File: src/rtl/ptp_ts_pkg.sv
// ptp_ts_pkg: shared widths, field offsets and word slicing for the PTP timestamp unpacker
package ptp_ts_pkg;
    localparam int PTP_TS_W      = 96;
    localparam int PTP_WORD_W    = 32;
    localparam int PTP_WORDS     = 3;
    localparam int PTP_SEC_LSB   = 48;
    localparam int PTP_SEC_W     = 48;
    localparam int PTP_NS_LSB    = 16;
    localparam int PTP_NS_W      = 32;
    localparam int PTP_FRAC_LSB  = 0;
    localparam int PTP_FRAC_W    = 16;

    typedef logic [1:0] word_idx_t;

    // Word 0 is the most significant slice.
    function automatic logic [PTP_WORD_W-1:0] ts_word(input logic [PTP_TS_W-1:0] ts, input word_idx_t idx);
        return ts[PTP_TS_W - 1 - int'(idx) * PTP_WORD_W -: PTP_WORD_W];
    endfunction
endpackage

File: src/rtl/ptp_ts_unpacker_if.sv
// ptp_ts_unpacker_if: timestamp input stream and 32-bit serialised output stream
interface ptp_ts_unpacker_if;
    import ptp_ts_pkg::*;
    logic [PTP_TS_W-1:0]   s_axis_ts_96;
    logic                  s_axis_ts_valid;
    logic                  s_axis_ts_ready;
    logic [PTP_WORD_W-1:0] m_axis_tdata;
    logic                  m_axis_tvalid;
    logic                  m_axis_tready;
    logic                  m_axis_tlast;

    modport master (
        output s_axis_ts_96, s_axis_ts_valid, m_axis_tready,
        input  s_axis_ts_ready, m_axis_tdata, m_axis_tvalid, m_axis_tlast
    );
    modport slave (
        input  s_axis_ts_96, s_axis_ts_valid, m_axis_tready,
        output s_axis_ts_ready, m_axis_tdata, m_axis_tvalid, m_axis_tlast
    );
endinterface

File: src/rtl/ptp_ts_fifo.sv
// ptp_ts_fifo: synchronous timestamp FIFO with wrap-bit pointers, full/empty and fill level
module ptp_ts_fifo
    import ptp_ts_pkg::*;
#(
    parameter int DEPTH = 4
) (
    input  logic                    clk,
    input  logic                    rst,
    input  logic                    push,
    input  logic                    pop,
    input  logic [PTP_TS_W-1:0]     din,
    output logic [PTP_TS_W-1:0]     dout,
    output logic                    full,
    output logic                    empty,
    output logic [$clog2(DEPTH):0]  level
);
    localparam int AW = $clog2(DEPTH);

    logic [PTP_TS_W-1:0] mem [DEPTH];
    logic [AW:0]         wr_ptr;
    logic [AW:0]         rd_ptr;

    always_ff @(posedge clk) begin
        if (rst) begin
            wr_ptr <= '0;
            rd_ptr <= '0;
        end else begin
            if (push && !full)
                wr_ptr <= wr_ptr + 1'b1;
            if (pop && !empty)
                rd_ptr <= rd_ptr + 1'b1;
        end
    end

    always_ff @(posedge clk)
        if (push && !full)
            mem[wr_ptr[AW-1:0]] <= din;

    assign full  = (wr_ptr[AW] != rd_ptr[AW]) && (wr_ptr[AW-1:0] == rd_ptr[AW-1:0]);
    assign empty = wr_ptr == rd_ptr;
    assign dout  = mem[rd_ptr[AW-1:0]];
    assign level = wr_ptr - rd_ptr;
endmodule

File: src/rtl/ptp_ts_unpacker.sv
// ptp_ts_unpacker: buffers 96-bit PTP timestamps and emits each as three 32-bit stream words
module ptp_ts_unpacker
    import ptp_ts_pkg::*;
#(
    parameter int DEPTH          = 4,
    parameter bit DROP_WHEN_FULL = 1'b1
) (
    input  logic                   clk,
    input  logic                   rst,
    ptp_ts_unpacker_if.slave       bus,
    input  logic                   overflow_clear,
    output logic [$clog2(DEPTH):0] fill_level,
    output logic [15:0]            overflow_count
);
    logic                full;
    logic                empty;
    logic                push;
    logic                pop;
    logic                drop;
    logic                hs;
    logic [PTP_TS_W-1:0] head;
    word_idx_t           word_idx;

    // Ready depends only on registered fullness, never on downstream tready.
    assign bus.s_axis_ts_ready = !rst && (DROP_WHEN_FULL || !full);
    assign bus.m_axis_tvalid   = !empty;
    assign bus.m_axis_tdata    = ts_word(head, word_idx);
    assign bus.m_axis_tlast    = word_idx == 2'(PTP_WORDS - 1);

    assign hs   = bus.m_axis_tvalid && bus.m_axis_tready;
    assign pop  = hs && bus.m_axis_tlast;
    assign push = bus.s_axis_ts_valid && bus.s_axis_ts_ready && !full;
    assign drop = DROP_WHEN_FULL && bus.s_axis_ts_valid && full;

    ptp_ts_fifo #(.DEPTH(DEPTH)) u_fifo (
        .clk   (clk),
        .rst   (rst),
        .push  (push),
        .pop   (pop),
        .din   (bus.s_axis_ts_96),
        .dout  (head),
        .full  (full),
        .empty (empty),
        .level (fill_level)
    );

    always_ff @(posedge clk) begin
        if (rst)
            word_idx <= '0;
        else if (hs)
            word_idx <= pop ? '0 : word_idx + 1'b1;
    end

    always_ff @(posedge clk) begin
        if (rst)
            overflow_count <= '0;
        else if (drop)
            overflow_count <= overflow_clear ? 16'd1 : (&overflow_count) ? overflow_count : overflow_count + 16'd1;
        else if (overflow_clear)
            overflow_count <= '0;
    end
endmodule
File: src/flat_wrapper.sv
// flat-port wrapper written by rule: the top's interface ports become plain ports
module ptp_ts_unpacker_flat import ptp_ts_pkg::*;
#(
    parameter int DEPTH          = 4,
    parameter bit DROP_WHEN_FULL = 1'b1
)
  (clk, rst, overflow_clear, fill_level, overflow_count, bus_s_axis_ts_96, bus_s_axis_ts_valid, bus_m_axis_tready, bus_s_axis_ts_ready, bus_m_axis_tdata, bus_m_axis_tvalid, bus_m_axis_tlast);
  ptp_ts_unpacker_if bus_i ();
  input  logic clk;
  input  logic rst;
  input  logic overflow_clear;
  output logic [$clog2(DEPTH):0] fill_level;
  output logic [15:0] overflow_count;
  input wire logic [$bits(bus_i.s_axis_ts_96)-1:0] bus_s_axis_ts_96;
  input wire logic [$bits(bus_i.s_axis_ts_valid)-1:0] bus_s_axis_ts_valid;
  input wire logic [$bits(bus_i.m_axis_tready)-1:0] bus_m_axis_tready;
  output wire logic [$bits(bus_i.s_axis_ts_ready)-1:0] bus_s_axis_ts_ready;
  output wire logic [$bits(bus_i.m_axis_tdata)-1:0] bus_m_axis_tdata;
  output wire logic [$bits(bus_i.m_axis_tvalid)-1:0] bus_m_axis_tvalid;
  output wire logic [$bits(bus_i.m_axis_tlast)-1:0] bus_m_axis_tlast;
  assign bus_i.s_axis_ts_96 = bus_s_axis_ts_96;
  assign bus_i.s_axis_ts_valid = bus_s_axis_ts_valid;
  assign bus_i.m_axis_tready = bus_m_axis_tready;
  assign bus_s_axis_ts_ready = bus_i.s_axis_ts_ready;
  assign bus_m_axis_tdata = bus_i.m_axis_tdata;
  assign bus_m_axis_tvalid = bus_i.m_axis_tvalid;
  assign bus_m_axis_tlast = bus_i.m_axis_tlast;
  ptp_ts_unpacker #(.DEPTH(DEPTH), .DROP_WHEN_FULL(DROP_WHEN_FULL)) u_core (.clk(clk), .rst(rst), .bus(bus_i), .overflow_clear(overflow_clear), .fill_level(fill_level), .overflow_count(overflow_count));
endmodule
File: config.mk
export PLATFORM = sky130hd
export DESIGN_NAME = ptp_ts_unpacker_flat
export DESIGN_NICKNAME = d
export VERILOG_FILES = /design/src/rtl/ptp_ts_pkg.sv /design/src/rtl/ptp_ts_unpacker_if.sv /design/src/rtl/ptp_ts_fifo.sv /design/src/rtl/ptp_ts_unpacker.sv /design/src/flat_wrapper.sv
export SDC_FILE = /design/constraint.sdc
export NUM_CORES = 1
export LEC_CHECK = 0
export ABC_AREA = 0
export BUFFER_PORTS_ARGS = -buffer_cell sky130_fd_sc_hd__buf_2
export CORE_ASPECT_RATIO = 2
export CORE_UTILIZATION = 63
export DETAILED_ROUTE_END_ITERATION = 10
export GPL_ROUTABILITY_DRIVEN = 0
export PLACE_DENSITY_LB_ADDON = 0.1
export SYNTH_ARGS = -nofsm -noshare
export SYNTH_HDL_FRONTEND = slang
export SYNTH_SLANG_ARGS = --single-unit
File: constraint.sdc
create_clock -name clk -period 12.1 [get_ports clk]
set_input_delay 1.21 -clock clk [delete_from_list [all_inputs] [get_ports clk]]
set_output_delay 1.21 -clock clk [all_outputs]
set_load 0.01 [all_outputs]
==> reports/metrics.cfg, run 1 <==
[status]
status=completed

[floorplanning]
core_mm2=0.0245
floorplan.initialDensity_pct=64.5
die_area_mm2=0.0258
fp.dieH_um=226
dieWidth_um=114
rows=81
ios=155

[grt]
grt-ovfl-total=0
first_global_vias=8664
grt_pass1_wl_mm=48.4
grt_max_degree=77
antenna_found_initial=6
grt_usage_pct=25.6

[drt]
first_pass_iters=5
initialDrtViolationCount=730
drc=0
ant_nets=0
via_count=8159
drt_wl_total_mm=31.9
wl_per_cell_um=24.6
avgViaCountPerCell=6.30

[sta]
relSlewSlack_pct=24.9
maxSlewViolCount=0
rsz0062_at_grt=false
setup_viol=0
finalHoldViolCount=0
period_share_pct=39.9
tightest_slew_ns=1.12
fmaxAchievable_ghz=0.207
whs_ns=0.509
clock_skew_ns=0.0303
setup-tns-final_ns=0
period_needed_ns=4.83

[worst_setup_path]
crit_fanout=50
crit_path_start_kind=flip-flop
cp.arrival_ns=3.62
end_kind=output pin
rrSetupSlack_ns=8.68
crit_type=flip-flop to output pin
worst_ep_required_time_ns=10.89

[placement]
dp_hpwl_mm=18.8
port_buffers=154

[synthesis]
netlist_area_mm2=0.0158
synth.most_common_cell=edfxtp_1
netlist-cell-type-count=40
postSynthAreaPerCell_um2=20.3
yosys-top-cells-count=384 x edfxtp_1, 96 x mux4_2, 44 x a21oi_1
ys_async_sr_fraction_pct=0
synthCells=779
synth_area_leader_cell=edfxtp_1
ys_ff_latch=410
ys_seq_area_share_pct=76.2
synth_edf_count=384
ys.warnings.count=0
synth_top_cell_area_share_pct=72.9
syn_nets=891
ys.flop_type=edfxtp_1
synthTopCellsByArea=edfxtp_1 73%, mux4_2 14%, dfxtp_1 3.3%

[power_and_ir_drop]
ir_drop_mv=0.146
power-per-cell-area_mw_per_mm2=161
cellLeakagePower_nw=5.92

[clock_tree]
htree_levels=2
cts_resized=0
cts_buffers=35
postCtsSetupRepairBufs=0
clock_tree.buffer_depth=3
insertion_delay_ns=0.52
cts_sinks=410
cts_tree=yes
cts-root-buf=clkbuf_16
path_clk_slew_ns=0.07
holdBufCountCts=0

[layout]
fillers=1472
drive_gt1_share_pct=33.5
final_nets=1048
areaGrowthSynthToFinish_pct=14.4

[min_path]
hold_path.class=flip-flop to flip-flop

[run]
maxCapViolCount=0

## registers in the layout (all words and copies together) (netlist names), named ones only
| signal | flops |
|---|---|
| u_core.overflow_count | 16 |
| u_core.u_fifo.mem | 384 |
| u_core.u_fifo.rd_ptr | 3 |
| u_core.u_fifo.wr_ptr | 3 |
| u_core.word_idx | 2 |
## final cells by class
type | instances | area (um^2) | area share [%]
flip-flops and latches | 410 | 12100 | 66.7
multi-input cells | 317 | 3580 | 19.8
clock buffers | 42 | 922 | 5.10
repair buffers | 162 | 831 | 4.59
well taps | 332 | 415 | 2.30
clock inverters | 19 | 229 | 1.27
inverters | 10 | 37.5 | 0.208
diodes | 3 | 7.51 | 0.0415
## worst max-delay path: stages, from the launching register on
cell,delay (ns)
dfxtp_4,0.98
buf_4,0.90
mux4_2,0.64
a22oi_1,0.20
a21oi_1,0.11
buf_2,0.20
## metal layers
metal / track usage (%) / wire (um)
met5: 0 / 32
met4: 8.92 / 834
met3: 4.03 / 1850
met2: 46.7 / 17800
met1: 30.5 / 11400
## layout by cell type (no fill, tap or decap), drive strengths merged, types with 5 or more instances in the layout
cell / synthesis / routed
nor2: 13 / 13
o31ai: 8 / 8
buf: 15 / 162
edfxtp: 384 / 384
a22oi: 32 / 32
or3: 7 / 7
a21oi: 44 / 44
ha: 10 / 10
clkinv: 0 / 10
dfxtp: 26 / 26
nand4: 7 / 7
bufinv: 0 / 5
nand3: 5 / 5
and2: 6 / 6
nand2: 40 / 40
mux4: 96 / 96
or4: 8 / 8
inv: 10 / 11
clkbuf: 27 / 42
## power by group
group	internal (W)	leakage, nW	total (W)	switching, W
sequential	0.00159	3.70	0.00160	0.0000109
clock	0.000653	0.555	0.00113	0.000477
combinational	0.0000662	1.67	0.000178	0.000111
total	0.00231	5.92	0.00291	0.000599
## cell families after synthesis
logic type      share of synthesized area (%)
fa+ha+maj                               0.918
flops                                    76.2
buf+inv                                  1.34
compound gates                           4.12
xor+xnor                                0.388
simple gates                             3.13
mux                                      13.9
## per-stage QoR
stage | cell area, um^2 | total power, W | instances | setup WS [ns] | util (%)
global route | 18100 | 0.00299 | 1294 | 6.94 | 73.7
detailed placement | 16900 | 0.00181 | 1231 | 7.69 | 69.0
global placement | 16900 | 0.00180 | 1231 | 7.73 | 69.0
CTS | 18100 | 0.00293 | 1292 | 7.11 | 73.7
finish | 18100 | 0.00291 | 1295 | 7.27 | 73.7
floorplan | 15800 | 0.00172 | 779 | 7.82 | -
## final timing paths
kind	cells past startpoint	startpoint	to
setup / recovery	5	flip-flop	bus_m_axis_tdata[14]
hold / removal	2	u_core.word_idx[1]$_SDFFE_PP0P_	u_core.word_idx[1]$_SDFFE_PP0P_
setup reg to reg	7	u_core.u_fifo.wr_ptr[0]$_SDFFE_PP0P_	u_core.u_fifo.mem[2][50]$_DFFE_PP_
hold reg to reg	2	u_core.word_idx[1]$_SDFFE_PP0P_	u_core.word_idx[1]$_SDFFE_PP0P_
Power figures use the tool's default switching activity.
==> inputs of run 2 (changes only) <==
--- a/config.mk
+++ b/config.mk
@@ -8,7 +8,7 @@
 export ABC_AREA = 0
 export BUFFER_PORTS_ARGS = -buffer_cell sky130_fd_sc_hd__buf_2
 export CORE_ASPECT_RATIO = 2
-export CORE_UTILIZATION = 63
+export CORE_UTILIZATION = 59
 export DETAILED_ROUTE_END_ITERATION = 10
 export GPL_ROUTABILITY_DRIVEN = 0
 export PLACE_DENSITY_LB_ADDON = 0.1
==> constraint.sdc (replaced) <==
create_clock -name clk -period 4.6 [get_ports clk]
set_input_delay 0.46 -clock clk [delete_from_list [all_inputs] [get_ports clk]]
set_output_delay 0.46 -clock clk [all_outputs]
set_load 0.01 [all_outputs]
==> run 2 against run 1 <==
Net effect:
- setup slack got worse by 6.3 ns
- via count is 1.1% lower
- sequential power grew to 2.6 times the previous value
- sequential share of layout area fell by 0.38 points
- total power grew to 2.6 times the previous value
- sequential cell count is the same
- hold slack lost 0.36 ns
- final cell count rose by 1.2%
- design area grew 0.57%
==> reports/metrics.cfg, run 2 (synthesized netlist as in run 1, its figures left out) <==
[min_path]
hold_path.class=input pin to flip-flop

[layout]
final_core_util_pct=69.2  ; -4.5 points
layout.cells.non_filler=1311  ; +1.2%
largest_reg_flops=384  ; unchanged
final_common_cell=edfxtp_1
final_nets=1051  ; +0.29%
mostFrequentLayoutCells=384 x edfxtp_1, 154 x buf_2, 96 x mux4_2, 44 x a21oi_1, 40 x nand2_1
areaGrowthSynthToFinish_pct=15.0
drive_gt1_share_pct=33.9  ; +0.31 points

[grt]
grt_usage_pct=24.0  ; -1.5 points
first_global_vias=8649  ; -0.17%
antenna_found_initial=6  ; unchanged
grt-ovfl-total=0  ; unchanged
grt_pass1_wl_mm=48.6  ; +0.50%
grt_max_degree=53  ; -31%

[run]
maxCapViolCount=0  ; unchanged

[floorplanning]
dieWidth_um=118  ; +3.3%
rows=84  ; +3.7%
core_mm2=0.0263  ; +7.1%
floorplan.initialDensity_pct=60.2  ; -4.3 points
fp.dieH_um=233  ; +3.3%
die_area_mm2=0.0275  ; +6.7%
ios=155  ; unchanged

[placement]
port_buffers=154  ; unchanged
dp_hpwl_mm=19.2  ; +2.2%
post-place-ws_ns=1.48  ; -6.21 ns
dp.cells=1246  ; +1.2%

[drt]
wl_per_cell_um=24.2  ; -1.6%
first_pass_iters=5  ; unchanged
via_count=8072  ; -1.1%
drt_wl_total_mm=31.8  ; -0.41%
initialDrtViolationCount=598  ; -18%
drc=0  ; unchanged
ant_nets=0  ; unchanged
avgViaCountPerCell=6.16  ; -2.3%

[sta]
tightest_slew_ns=1.17  ; +0.0425 ns
rsz0062_at_grt=false
finalHoldViolCount=0  ; unchanged
period_needed_ns=3.67
whs_ns=0.148  ; -0.361 ns
setup_viol=0  ; unchanged
fin_ws_ns=0.934  ; -6.34 ns
period_share_pct=79.7
relSlewSlack_pct=22.1  ; -2.8 points
maxSlewViolCount=0  ; unchanged
fmaxAchievable_ghz=0.273
clock_skew_ns=0.00879  ; -0.0215 ns
setup-tns-final_ns=0  ; unchanged

[clock_tree]
holdBufCountCts=0  ; unchanged
cts_sinks=410  ; unchanged
cts_tree=yes
postCtsSetupRepairBufs=0  ; unchanged
cts_resized=0  ; unchanged
path_clk_slew_ns=0.07  ; about the same
insertion_delay_ns=0.52  ; about the same
htree_levels=2  ; unchanged
cts-root-buf=clkbuf_16
clock_tree.buffer_depth=3  ; unchanged
cts_buffers=35  ; unchanged

[status]
status=completed

[power_and_ir_drop]
pwr-share-clk_pct=38.9  ; about the same
power-per-cell-area_mw_per_mm2=421  ; +160%
cellLeakagePower_nw=5.97  ; +0.78%
switching_share_pct=20.4  ; -0.24 points
switching_power_w=0.00156  ; +160%
power_frac_comb_pct=6.1  ; about the same
cell_internal_pwr_w=0.00609  ; +160%
ir_drop_mv=0.429  ; +190%
seqPwrFrac_pct=55.0  ; about the same

[worst_setup_path]
cpPeakStageDelay_ns=0.92  ; -0.06 ns
cpMaxStageDelayCell=nor2b_4
crit_buf_inv=2  ; unchanged
end_kind=output pin
cp.arrival_ns=3.21  ; -0.41 ns
worst_ep_required_time_ns=4.14  ; -6.75 ns
crit_type=flip-flop to output pin
crit_path_start_kind=flip-flop
path_cells=inv_1 -> ha_1 -> nor2b_4 -> a22oi_1 -> a21oi_1 -> buf_2
crit_fanout=32  ; -36%
path_delay_family=simple AND/OR/NAND/NOR gates

-- run 2: cell types whose count changed in the layout (fill, tap and decap cells not counted), sizes merged --
cell and change:
clkinv +6, clkinvlp -2, buf +3, clkbuf -5, diode +1, bufinv +1
-- run 2: layer usage --
metal	share of wire (%)	GRT usage [%]	routed length, um	up-vias
met1	36	27.1	11500	4191
li1	-	-	-	3572
met4	2.8	8.97	893	4
met2	57	45.2	18000	251
met3	4.4	3.98	1390	54
met5	0.063	0	20	-
-- run 2: worst paths after layout --
kind,cells past startpoint,slack [ns],start,endpoint
worst min-delay path,1,0.15,bus_s_axis_ts_96[81],u_core.u_fifo.mem[1][81]$_DFFE_PP_
worst max-delay path,6,0.93,u_core.word_idx[0]$_SDFFE_PP0P_,bus_m_axis_tdata[26]
worst max register to register,7,1.51,u_core.u_fifo.wr_ptr[0]$_SDFFE_PP0P_,u_core.u_fifo.mem[1][74]$_DFFE_PP_
worst min register to register,2,0.49,u_core.word_idx[1]$_SDFFE_PP0P_,u_core.word_idx[1]$_SDFFE_PP0P_
-- run 2: area by class of cell --
class / instances / area, um^2
diodes: 4 / 10.0
clock buffers: 37 / 883
clock inverters: 24 / 268
fillers: 1717 / 8090
inverters: 10 / 37.5
multi-input cells: 317 / 3580
flip-flops and latches: 410 / 12100
well taps: 344 / 430
repair buffers: 165 / 916
-- run 2: through the flow --
step / cell area (um^2) / total power [W]
CTS: 18200 / 0.00771
detailed placement: 17000 / 0.00476
finish: 18200 / 0.00765
global route: 18200 / 0.00787
global placement: 17000 / 0.00474
floorplan: 15800 / 0.00453
-- run 2: worst register-to-register path: stages (launching register included) --
cell and delay [ns]:
dfxtp_1 0.36, inv_1 0.12, ha_1 0.37, nand2_1 0.19, o21ai_0 0.22, nor2_1 0.32, and2_4 0.73, buf_12 0.43
-- run 2: power groups by stage --
stage	clock, W	combinational, W	sequential [W]
floorplan	0	0.000240	0.00429
global placement	0	0.000459	0.00428
detailed placement	0	0.000472	0.00429
CTS	0.00302	0.000475	0.00421
global route	0.00315	0.000507	0.00421
finish	0.00297	0.000468	0.00421
==> inputs of run 3 (changes only) <==
==> constraint.sdc (replaced) <==
create_clock -name clk -period 3.7 [get_ports clk]
set_input_delay 0.37 -clock clk [delete_from_list [all_inputs] [get_ports clk]]
set_output_delay 0.37 -clock clk [all_outputs]
set_load 0.01 [all_outputs]
==> run 3 against run 2 <==
Net effect:
- global-route usage down 0.15 points
- setup slack worse by 0.60 ns
- routed wire length up 0.46%
- final cell count up 0.53%
- via count up 1.5%
- largest cell class unchanged
- first-iteration DRC count up 19%
- hold slack worse by 0.086 ns
- non-clock buffer count up 10
- highest routed layer is now met4
- sequential power up 24%
- critical path depth up 1
- critical path type unchanged
- utilization up 0.081 points
- die area unchanged
==> reports/metrics.cfg, run 3 (synthesized netlist as in run 1, its figures left out) <==
[placement]
dpl_cell_area_mm2=0.0171  ; +0.51%
dp_hpwl_mm=20.0  ; +4.4%
post-place-ws_ns=0.864  ; -0.612 ns
port_buffers=154  ; unchanged

[clock_tree]
holdBufCountCts=0  ; unchanged
cts_resized=0  ; unchanged
cts_buffers=35  ; unchanged
cts-root-buf=clkbuf_16
postCtsSetupRepairBufs=0  ; unchanged
htree_levels=2  ; unchanged
insertion_delay_ns=0.52  ; about the same
cts_tree=yes
cts_sinks=410  ; unchanged
path_clk_slew_ns=0.07  ; about the same
clock_tree.buffer_depth=3  ; unchanged

[layout]
areaGrowthSynthToFinish_pct=15.2
final_core_util_pct=69.3  ; +0.081 points
largest_reg_flops=384  ; unchanged
final_nets=1061  ; +0.95%
stdcell_area_mm2=0.0182  ; +0.12%
antenna_cells=0  ; -4
final_common_cell=edfxtp_1
mostFrequentLayoutCells=384 x edfxtp_1, 154 x buf_2, 96 x mux4_2, 44 x a21oi_1, 40 x nand2_1
drive_gt1_share_pct=34.5  ; +0.64 points

[power_and_ir_drop]
power_w=0.00937  ; +23%
cellLeakagePower_nw=5.98  ; +0.26%
ir_drop_mv=0.463  ; +7.8%
power-per-cell-area_mw_per_mm2=515  ; +22%

[sta]
period_share_pct=90.9
setup-tns-final_ns=0  ; unchanged
fmaxAchievable_ghz=0.297
maxSlewViolCount=0  ; unchanged
setup_viol=0  ; unchanged
finalHoldViolCount=0  ; unchanged
relSlewSlack_pct=39.5  ; +17 points
period_needed_ns=3.36
clock_skew_ns=0.00904  ; +0.000249 ns
rsz0062_at_grt=false
tightest_slew_ns=0.899  ; -0.267 ns
fin_ws_ns=0.335  ; -0.598 ns

[drt]
initialDrtViolationCount=714  ; +19%
ant_nets=0  ; unchanged
first_pass_iters=5  ; unchanged
avgViaCountPerCell=6.21  ; +0.92%
via_count=8190  ; +1.5%
wl_per_cell_um=24.2  ; about the same
drc=0  ; unchanged
drt_wl_total_mm=31.9  ; +0.46%

[floorplanning]
die_area_mm2=0.0275  ; unchanged
ios=155  ; unchanged
core_mm2=0.0263  ; unchanged
dieWidth_um=118  ; unchanged
rows=84  ; unchanged
fp.dieH_um=233  ; unchanged
floorplan.initialDensity_pct=60.2  ; unchanged

[worst_setup_path]
crit_fanout=22  ; -31%
crit_path_start_kind=flip-flop
regToRegStartpoint=u_core.u_fifo.wr_ptr[0]$_SDFFE_PP0P_
path_cells=inv_1 -> ha_1 -> nor2_4 -> buf_4 -> nand2_1 -> a21oi_1 -> buf_2
cpMaxStageDelayCell=nor2_4
crit_start=u_core.word_idx[0]$_SDFFE_PP0P_
worst_ep_required_time_ns=3.33  ; -0.81 ns
cp.arrival_ns=2.99  ; -0.22 ns
end_kind=output pin
crit_type=flip-flop to output pin
cpPeakStageDelay_ns=0.61  ; -0.31 ns

[run]
maxCapViolCount=0  ; unchanged

[grt]
grt_pass1_wl_mm=48.5  ; -0.28%
grt-ovfl-total=0  ; unchanged
grt_max_degree=76  ; +43%
grt_usage_pct=23.9  ; -0.15 points
antenna_found_initial=2  ; -4
first_global_vias=8725  ; +0.88%

[min_path]
hold_path.class=input pin to flip-flop
min_from=bus_s_axis_ts_96[23]

[status]
status=completed

-- run 3: cell count changes in the layout (fill, tap and decap cells not counted), sizes merged --
cell,change
buf,+10
clkbuf,+2
clkinv,-2
clkinvlp,+3
bufinv,-3
diode,-4
inv,+1
-- run 3: through the flow --
stage                     cells  hold slack (ns)
after global routing       1318           0.0543
after global placement     1256            0.463
final                      1318           0.0621
after CTS                  1318           0.0432
after detailed placement   1256            0.491
after floorplan             779            0.452
-- run 3: where the power goes --
group / total [W] / switching (W) / internal (W)
Sequential: 0.00523 / 0.0000315 / 0.00520
Clock: 0.00354 / 0.00158 / 0.00196
Combinational: 0.000603 / 0.000376 / 0.000226
Total: 0.00937 / 0.00199 / 0.00739
-- run 3: worst paths after layout --
kind                                                      endpoint  slack, ns  depth (start not counted)
worst max-delay path                           bus_m_axis_tdata[2]       0.34                          7
worst min-delay path            u_core.u_fifo.mem[2][23]$_DFFE_PP_       0.06                          1
worst max register to register  u_core.u_fifo.mem[1][27]$_DFFE_PP_       0.89                          7
worst min register to register     u_core.word_idx[1]$_SDFFE_PP0P_       0.50                          2
-- run 3: cell type report --
class                           instances  area (um^2)
Clock buffer                           39          891
Timing Repair Buffer                  175         1000
Tap cell                              344          430
Multi-Input combinational cell        317         3580
Clock inverter                         23          204
Inverter                               10         37.5
Fill cell                            1672         8070
Sequential cell                       410        12100
-- run 3: critical path: cells and delay by family, from the launching register on --
family	cells	cell delay, ns
and+or+nand+nor	2	0.70
buffers and inverters	3	0.66
DFF	1	0.51
adders and majority gates	1	0.42
AOI/OAI and AO/OA	1	0.19
-- run 3: metal layers --
metal / routed length [um] / share of wire (%) / track usage [%] / vias to the layer above
met5: 0 / 0 / 0 / -
met3: 1600 / 5.0 / 3.44 / 62
met4: 788 / 2.5 / 8.05 / 0
met1: 11400 / 36 / 27.6 / 4274
met2: 18100 / 57 / 45.0 / 282
li1: - / - / - / 3572
